**config.mk**
```make
export PLATFORM = sky130hd
export DESIGN_NAME = negate_serial
export DESIGN_NICKNAME = d
export VERILOG_FILES = /design/src/rtl/alu_pkg.sv /design/src/rtl/negate_chunk.sv /design/src/rtl/negate_serial.sv
export SDC_FILE = /design/constraint.sdc
export NUM_CORES = 1
export LEC_CHECK = 0
export ABC_AREA = 1
export CAP_MARGIN = 0
export CORE_UTILIZATION = 47
export DETAILED_ROUTE_END_ITERATION = 10
export HOLD_SLACK_MARGIN = 0.15
export PLACE_DENSITY = 0.88
export SYNTH_ARGS = -nofsm -noshare
export SYNTH_HDL_FRONTEND = slang
export SYNTH_SLANG_ARGS = --single-unit
```
**constraint.sdc**
```tcl
create_clock -name clk -period 1.8 [get_ports clk]
set_input_delay 0.36 -clock clk [delete_from_list [all_inputs] [get_ports clk]]
set_output_delay 0.36 -clock clk [all_outputs]
set_load 0.03 [all_outputs]
```
**src/rtl/alu_pkg.sv**
```systemverilog
// Shared ALU definitions: operation mode encodings and the serial negator state encoding.
// No ports; imported by negate_serial and its bench.
package alu_pkg;

  localparam logic [1:0] MODE_PASS = 2'b00;
  localparam logic [1:0] MODE_NEG  = 2'b01;
  localparam logic [1:0] MODE_ABS  = 2'b10;

  typedef enum logic [1:0] {
    S_IDLE = 2'd0,
    S_RUN  = 2'd1,
    S_DONE = 2'd2
  } state_t;

endpackage

```
**src/rtl/negate_chunk.sv**
```systemverilog
// One CHUNK-wide slice of the serial negator: optional invert plus carry-in add.
// Ports:
//   x    - operand slice
//   inv  - invert x before the add
//   cin  - carry in from the previous slice
//   y    - slice result
//   cout - carry out to the next slice
module negate_chunk #(
  parameter int unsigned CHUNK = 8
) (
  input  logic [CHUNK-1:0] x,
  input  logic             inv,
  input  logic             cin,
  output logic [CHUNK-1:0] y,
  output logic             cout
);

  localparam int unsigned SUMW = CHUNK + 1;

  logic [CHUNK:0] w_sum;

  assign w_sum = {1'b0, (inv ? ~x : x)} + SUMW'(cin);
  assign y     = w_sum[CHUNK-1:0];
  assign cout  = w_sum[CHUNK];

endmodule

```
**src/rtl/negate_serial.sv**
```systemverilog
// Multi-cycle two's-complement pass / negate / abs unit, CHUNK bits per cycle,
// least-significant chunk first, with a registered carry between chunks.
// Ports:
//   clk, rst  - clock, synchronous active-high reset
//   start     - request, accepted in IDLE or DONE
//   mode      - 00 pass, 01 negate, 10 abs, 11 pass
//   a         - signed operand, sampled with start
//   busy      - operation in progress
//   done      - one-cycle completion pulse
//   result    - signed result, held until the next completion
//   overflow  - result not representable (negating the most-negative value)
module negate_serial
  import alu_pkg::*;
#(
  parameter int unsigned WIDTH = 32,
  parameter int unsigned CHUNK = 8
) (
  input  logic             clk,
  input  logic             rst,
  input  logic             start,
  input  logic [1:0]       mode,
  input  logic [WIDTH-1:0] a,
  output logic             busy,
  output logic             done,
  output logic [WIDTH-1:0] result,
  output logic             overflow
);

  localparam int unsigned NCHUNK = WIDTH / CHUNK;
  localparam int unsigned IDXW   = (NCHUNK > 1) ? $clog2(NCHUNK) : 1;
  localparam logic [WIDTH-1:0] MOST_NEG = WIDTH'(1) << (WIDTH - 1);

  generate
    if (CHUNK < 1) begin : g_bad_chunk
      $error("negate_serial: CHUNK must be at least 1");
    end else if ((WIDTH % CHUNK) != 0) begin : g_bad_width
      $error("negate_serial: WIDTH must be a multiple of CHUNK");
    end
  endgenerate

  state_t           r_state;
  state_t           w_state_nxt;
  logic             w_accept;
  logic             w_last;

  logic [WIDTH-1:0] r_op;
  logic [WIDTH-1:0] r_shadow;
  logic             r_inv;
  logic             r_carry;
  logic [IDXW-1:0]  r_idx;
  logic             r_busy;
  logic             r_done;
  logic [WIDTH-1:0] r_result;
  logic             r_overflow;

  logic             w_inv_in;
  logic [CHUNK-1:0] w_chunk_y;
  logic             w_chunk_cout;
  logic [WIDTH-1:0] w_shadow_nxt;

  // Invert flag is decided once, from the operand sign at acceptance.
  assign w_inv_in = (mode == MODE_NEG) || ((mode == MODE_ABS) && a[WIDTH-1]);

  negate_chunk #(.CHUNK(CHUNK)) u_chunk (
    .x    (r_op[CHUNK-1:0]),
    .inv  (r_inv),
    .cin  (r_carry),
    .y    (w_chunk_y),
    .cout (w_chunk_cout)
  );

  // Shadow fills from the top; after NCHUNK shifts the first chunk sits at bit 0.
  assign w_shadow_nxt = (r_shadow >> CHUNK) | (WIDTH'(w_chunk_y) << (WIDTH - CHUNK));

  // State register.
  always_ff @(posedge clk) begin
    if (rst) begin
      r_state <= S_IDLE;
    end else begin
      r_state <= w_state_nxt;
    end
  end

  // Next-state and acceptance decode.
  always_comb begin
    w_state_nxt = r_state;
    w_accept    = 1'b0;
    w_last      = 1'b0;
    case (r_state)
      S_IDLE: begin
        if (start) begin
          w_accept    = 1'b1;
          w_state_nxt = S_RUN;
        end
      end
      S_RUN: begin
        w_last = (r_idx == IDXW'(NCHUNK - 1));
        if (w_last) begin
          w_state_nxt = S_DONE;
        end
      end
      S_DONE: begin
        if (start) begin
          w_accept    = 1'b1;
          w_state_nxt = S_RUN;
        end else begin
          w_state_nxt = S_IDLE;
        end
      end
      default: w_state_nxt = S_IDLE;
    endcase
  end

  // Datapath and registered outputs.
  always_ff @(posedge clk) begin
    if (rst) begin
      r_op       <= '0;
      r_shadow   <= '0;
      r_inv      <= 1'b0;
      r_carry    <= 1'b0;
      r_idx      <= '0;
      r_busy     <= 1'b0;
      r_done     <= 1'b0;
      r_result   <= '0;
      r_overflow <= 1'b0;
    end else begin
      r_done <= 1'b0;
      if (w_accept) begin
        r_op     <= a;
        r_inv    <= w_inv_in;
        r_carry  <= w_inv_in;
        r_idx    <= '0;
        r_shadow <= '0;
        r_busy   <= 1'b1;
      end else if (r_state == S_RUN) begin
        r_op     <= r_op >> CHUNK;
        r_carry  <= w_chunk_cout;
        r_shadow <= w_shadow_nxt;
        r_idx    <= r_idx + IDXW'(1);
        if (w_last) begin
          // Only -MIN wraps back to MIN, so MIN with inv set means overflow.
          r_result   <= w_shadow_nxt;
          r_overflow <= r_inv && (w_shadow_nxt == MOST_NEG);
          r_busy     <= 1'b0;
          r_done     <= 1'b1;
        end
      end
    end
  end

  assign busy     = r_busy;
  assign done     = r_done;
  assign result   = r_result;
  assign overflow = r_overflow;

endmodule

```
After elaboration in Yosys (flattened, before gate mapping)
Cells that the tools add are included.
Widths: inputs -> output; s select.
- logic and storage cells: 52
- bits in registers: 105
- input bits: 37
- reduce and logical (&&, ||, !) cells: 12
- bitwise gates (word level): 4
- mux-type cells: 16
- equal/unequal tests: 8
- $add $sub $neg: 2
- operators with widths (cell ; count):
    $mux 32 ; 2
    $eq 32x32->1 const B ; 1
    $or 24x32->32 ; 1
    $mux 1 ; 10
    $add 8x1->9 ; 1
    $mux 8 ; 1
    $not 8->8 ; 1
    $eq 2x2->1 const B ; 3
    $pmux 2 s3 ; 1
    $eq 2x1->1 const B ; 2
    $mux 2 ; 2
    $ne 2x2->1 const B ; 2
    $reduce_and 2->1 ; 2
    $reduce_bool 2->1 ; 2
    $reduce_or 2->1 ; 2
    $reduce_and 3->1 ; 1
    $reduce_or 3->1 ; 1
    $add 2x1->2 const B ; 1
    $logic_and 1x1->1 ; 2
    $logic_not 2->1 ; 1
    $not 1->1 ; 2
    $logic_or 1x1->1 ; 1

Longest topological paths before layout
- depth in word-level cells: 6
- mapped depth: 12

Cells and area by module
A second synthesis with hierarchy kept.
- cells, all modules: 519
- area total of the unflattened synthesis: 4157.7 sq um
- by module, submodules not included (module ; cells each ; seq. area each (sq um) ; area each (sq um) ; times used):
    negate_serial ; 460 ; 1941.9 ; 3744.8 ; 1
    negate_chunk ; 59 ; 0.0 ; 412.9 ; 1

Worst setup path after synthesis
No wires, ideal clock.
- path kind: register to register
- from: register r_inv
- to: register r_overflow (netlist: overflow)
- buffers on the path: 1
- data required time: 1.730 ns
- setup slack: 0.039 ns
- cell stages (with the launch flop): 13
- clock period less this slack: 1.761 ns
- arrival time: 1.691 ns
- path through: dfxtp_1 > buf_6 > xor2_1 > ha_1 > ha_1 > nand3_1 > nor2_2 > nand2_1 > nand2_1 > nand2_1 > nor2_1 > nand3_1 > a21oi_1
- cells in the longest elaborated chain, start to end: 5
- RTL lines (what ; RTL line ; text):
    from (decl) ; negate_serial.sv:48 ; logic r_inv;
    from (signal assigned) ; negate_serial.sv:130 ; r_inv <= w_inv_in;
    $mux 8 ; negate_chunk.sv:22 ; assign w_sum = {1'b0, (inv ? ~x : x)} + SUMW'(cin);
    $add 8x1->9 ; negate_chunk.sv:22 ;
    $or 24x32->32 ; negate_serial.sv:73 ; assign w_shadow_nxt = (r_shadow >> CHUNK) | (WIDTH'(w_chunk_y) << (WIDTH - CHUNK));
    $eq 32x32->1 ; negate_serial.sv:143 ; r_overflow <= r_inv && (w_shadow_nxt == MOST_NEG);
    $logic_and 1x1->1 (*) ; negate_serial.sv:143 ;
    to (signal assigned) ; negate_serial.sv:143 ;
    to (decl) ; negate_serial.sv:54 ; logic r_overflow;
Every way passes the cells marked *; elsewhere a longest branch is shown, timed or not.
A chain may end at the register's enable or synchronous reset.

Worst setup path in the final report
Ends and elaborated chain as after synthesis.

==> results.json <==
{
  "drtIter0Drc": 372,
  "cp.required_ns": 2.10,
  "critPathKind": "reg -> reg",
  "cp_max_fo": 4,
  "synth-main-ff-cell": "dfxtp_1",
  "cts_num_sinks": 97,
  "synth_top_area_share": 0.4916,
  "hold_violations": 0,
  "slew_violations": 0,
  "combPwrFrac": 0.165,
  "die_area_um2": 8775,
  "synth_nets": 562,
  "sw_frac_of_total": 0.3002,
  "clkSlewWorstSetupHoldPaths_ns": 0.09,
  "die_w_um": 93.68,
  "synth_edf_count": 0,
  "worstMarginPinSlew_ns": 0.4644,
  "min_path_type": "reg -> reg",
  "p_switching_mw": 1.321,
  "powerDensity_nw_per_um2": 845.1,
  "stdcell_area_um2": 5206,
  "cts_max_path_buffers": 2,
  "syn_avg_cell_area_um2": 7.567,
  "critPathBufInv": 0,
  "critPathMaxStageDelay_ns": 0.40,
  "ir_worst_vdd_mv": 0.4251,
  "place_area_um2": 4853,
  "pwr-share-seq": 0.525,
  "coreArea_um2": 8175,
  "ff2ff_setup_slack_ns": 0.003,
  "relSlewSlack": 0.6899,
  "initial_core_util": 0.4832,
  "min_path_cells": 2,
  "path_cells": "xor2_4, ha_4, ha_4, nand3_1, nor2_2, nand2_1, nand2_1, nand2_2, nor2_2, nand3_1, a21oi_1",
  "vias": 3926,
  "antenna_left": 0,
  "grt_max_degree": 40,
  "cts_htree_levels": 3,
  "io_buffers": 71,
  "syn_area_um2": 3950,
  "cp_slowest_cell": "dfxtp_4",
  "pin_count": 72,
  "ys_ff_latch": 97,
  "cts_tree": "yes",
  "p_leak_nw": 2.310,
  "totalWireLength_mm": 10.63,
  "holdPathEnd": "r_op[20]",
  "ys_seq_area_frac": 0.4916,
  "syn_inst": 522,
  "finalCritPeriodShare": 0.9984,
  "ys_warn_count": 0,
  "yosysMostFrequentCell": "nand2_1",
  "end_kind": "flip-flop",
  "r2r.worst_path.cells": 11,
  "utilization": 0.6368,
  "clk_latency_ns": 0.37,
  "pwr-share-clk": 0.310,
  "cts-hold-fix-buffers": 0,
  "drc": 0,
  "min-delay-start": "r_op[20]",
  "overflow": 0,
  "place_hpwl_mm": 7.077,
  "die_h_um": 93.68,
  "fin_skew_ns": 0.01316,
  "grtUsageTotal": 0.2461,
  "wl_per_cell_um": 14.91,
  "nNetsFinal": 643,
  "rsz0062_at_grt": "true",
  "setup_violations": 0,
  "internal-power_mw": 3.079,
  "holdWs_ns": 0.4692,
  "status": "completed",
  "drtPass1Iterations": 9,
  "timing.rr.start": "r_inv",
  "synthArstFlopShare": 0,
  "n_antenna_cell": 0,
  "reg2reg_to": "overflow",
  "fin_crit_ns": 1.797,
  "grt_pass1_wl_mm": 16.92,
  "ys_types": 31,
  "post-place-ws_ns": -0.04779,
  "arrival_ns": 2.10,
  "grt_pass1_vias": 3669,
  "synthTopCellsByArea": "dfxtp_1 (49%), nand2_1 (9.7%), o21ai_0 (8.2%)",
  "place_congestion": 0.8327,
  "max_freq_mhz": 556.5,
  "vias_per_cell": 5.506,
  "drive_above_1_share": 0.1414,
  "power_mw": 4.400,
  "numCtsBuffers": 9,
  "antenna_found_initial": 0,
  "critPathLaunchType": "flip-flop",
  "critPathTopFamily": "simple AND/OR/NAND/NOR gates",
  "synthTopCellsByCount": "nand2_1 (102), dfxtp_1 (97), o21ai_0 (65)",
  "synth_top_area_cell": "dfxtp_1",
  "cts-root-buf": "clkbuf_8",
  "syn_to_final_growth_pct": 31.80,
  "layout_setup_ws_ns": 0.002913,
  "rows": 33,
  "maxCapViolations": 0
}
==> metal layers <==
| layer | track usage | up-vias | share of wire |
|---|---|---|---|
| li1 | - | 1875 | - |
| met1 | 0.3124 | 1846 | 0.42 |
| met2 | 0.4038 | 170 | 0.48 |
| met3 | 0.05340 | 35 | 0.062 |
| met4 | 0.1038 | 0 | 0.034 |
| met5 | 0 | - | 0 |
==> layout make-up <==
| cell class | instances | area [um2] |
|---|---|---|
| multi-input combinational | 348 | 1777 |
| inverter | 49 | 186.4 |
| tap | 105 | 131.4 |
| timing repair buffer | 98 | 967.2 |
| fill | 665 | 2969 |
| sequential | 97 | 1949 |
| clock inverter | 7 | 71.32 |
| clock buffer | 9 | 123.9 |
==> kinds of logic (layout without fill, tap and decap cells) <==
logic type      Yosys count  count (layout)  share of synthesized area
compound gates          125             125                     0.1752
simple gates            217             217                     0.2379
fa+ha+maj                 3               3                   0.009504
flops                    97              97                     0.4916
buf+inv                  77             163                    0.07919
xor+xnor                  3               3                   0.006653
==> timing repair <==
action	CTS	global route
buffers inserted	1	4
hold endpoints to repair	0	0
pin swaps	4	11
endpoints found under the setup margin	3	13
resized for setup	6	30
==> placed cells by master (no fill, tap or decap), types with 3 or more instances in the layout <==
| cell type | n |
|---|---|
| a211oi_1 | 4 |
| a21oi_1 | 38 |
| a221oi_1 | 10 |
| buf_4 | 24 |
| clkbuf_8 | 9 |
| clkdlybuf4s50_1 | 61 |
| clkinv_4 | 3 |
| dfxtp_1 | 95 |
| dlymetal6s2s_1 | 10 |
| inv_1 | 41 |
| inv_2 | 5 |
| nand2_1 | 97 |
| nand2_2 | 17 |
| nand3_1 | 30 |
| nor2_1 | 47 |
| nor2_2 | 8 |
| nor2_4 | 3 |
| nor3_1 | 8 |
| o211ai_1 | 3 |
| o21ai_0 | 65 |
==> stage by stage <==
step | setup TNS, ns | std cells
2_1_floorplan | 0 | 522
3_3_place_gp | 0 | 692
3_5_place_dp | -0.09959 | 692
4_1_cts | 0 | 709
5_1_grt | -0.1589 | 713
6_report | 0 | 713
==> power groups by stage <==
stage          clock (mW)  combinational, mW  sequential (mW)
6_report             1.36              0.725             2.31
5_1_grt              1.49              0.788             2.32
4_1_cts              1.38              0.645             2.30
3_5_place_dp            0              0.632             2.35
3_3_place_gp            0              0.611             2.35
2_1_floorplan           0              0.401             2.34
==> worst min-delay path, delay by kind of cell (launching register included) <==
family / cells / cell delay [ns]
DFF: 1 / 0.32
and+or+nand+nor: 1 / 0.06
AOI/OAI and AO/OA: 1 / 0.05
==> state kept, by name, summed over array words and instances (netlist names) <==
name      count
busy          1
r_idx         2
r_shadow     24
done          1
overflow      1
r_state       2
r_inv         1
result       32
r_op         32
r_carry       1
==> worst max path at each step <==
stage / from / to / slack (ns) / cells after the start
finish: r_inv / overflow / 0.003 / 11
global route: r_op[0] / overflow / -0.09 / 11
CTS: result[0] / result[0] / 0.006 / 1
detailed placement: start / r_op[7] / -0.05 / 8
global placement: start / r_op[7] / 0.006 / 8
floorplan: r_inv / overflow / 0.04 / 12
Note: power is estimated with default switching activity, not from simulation.
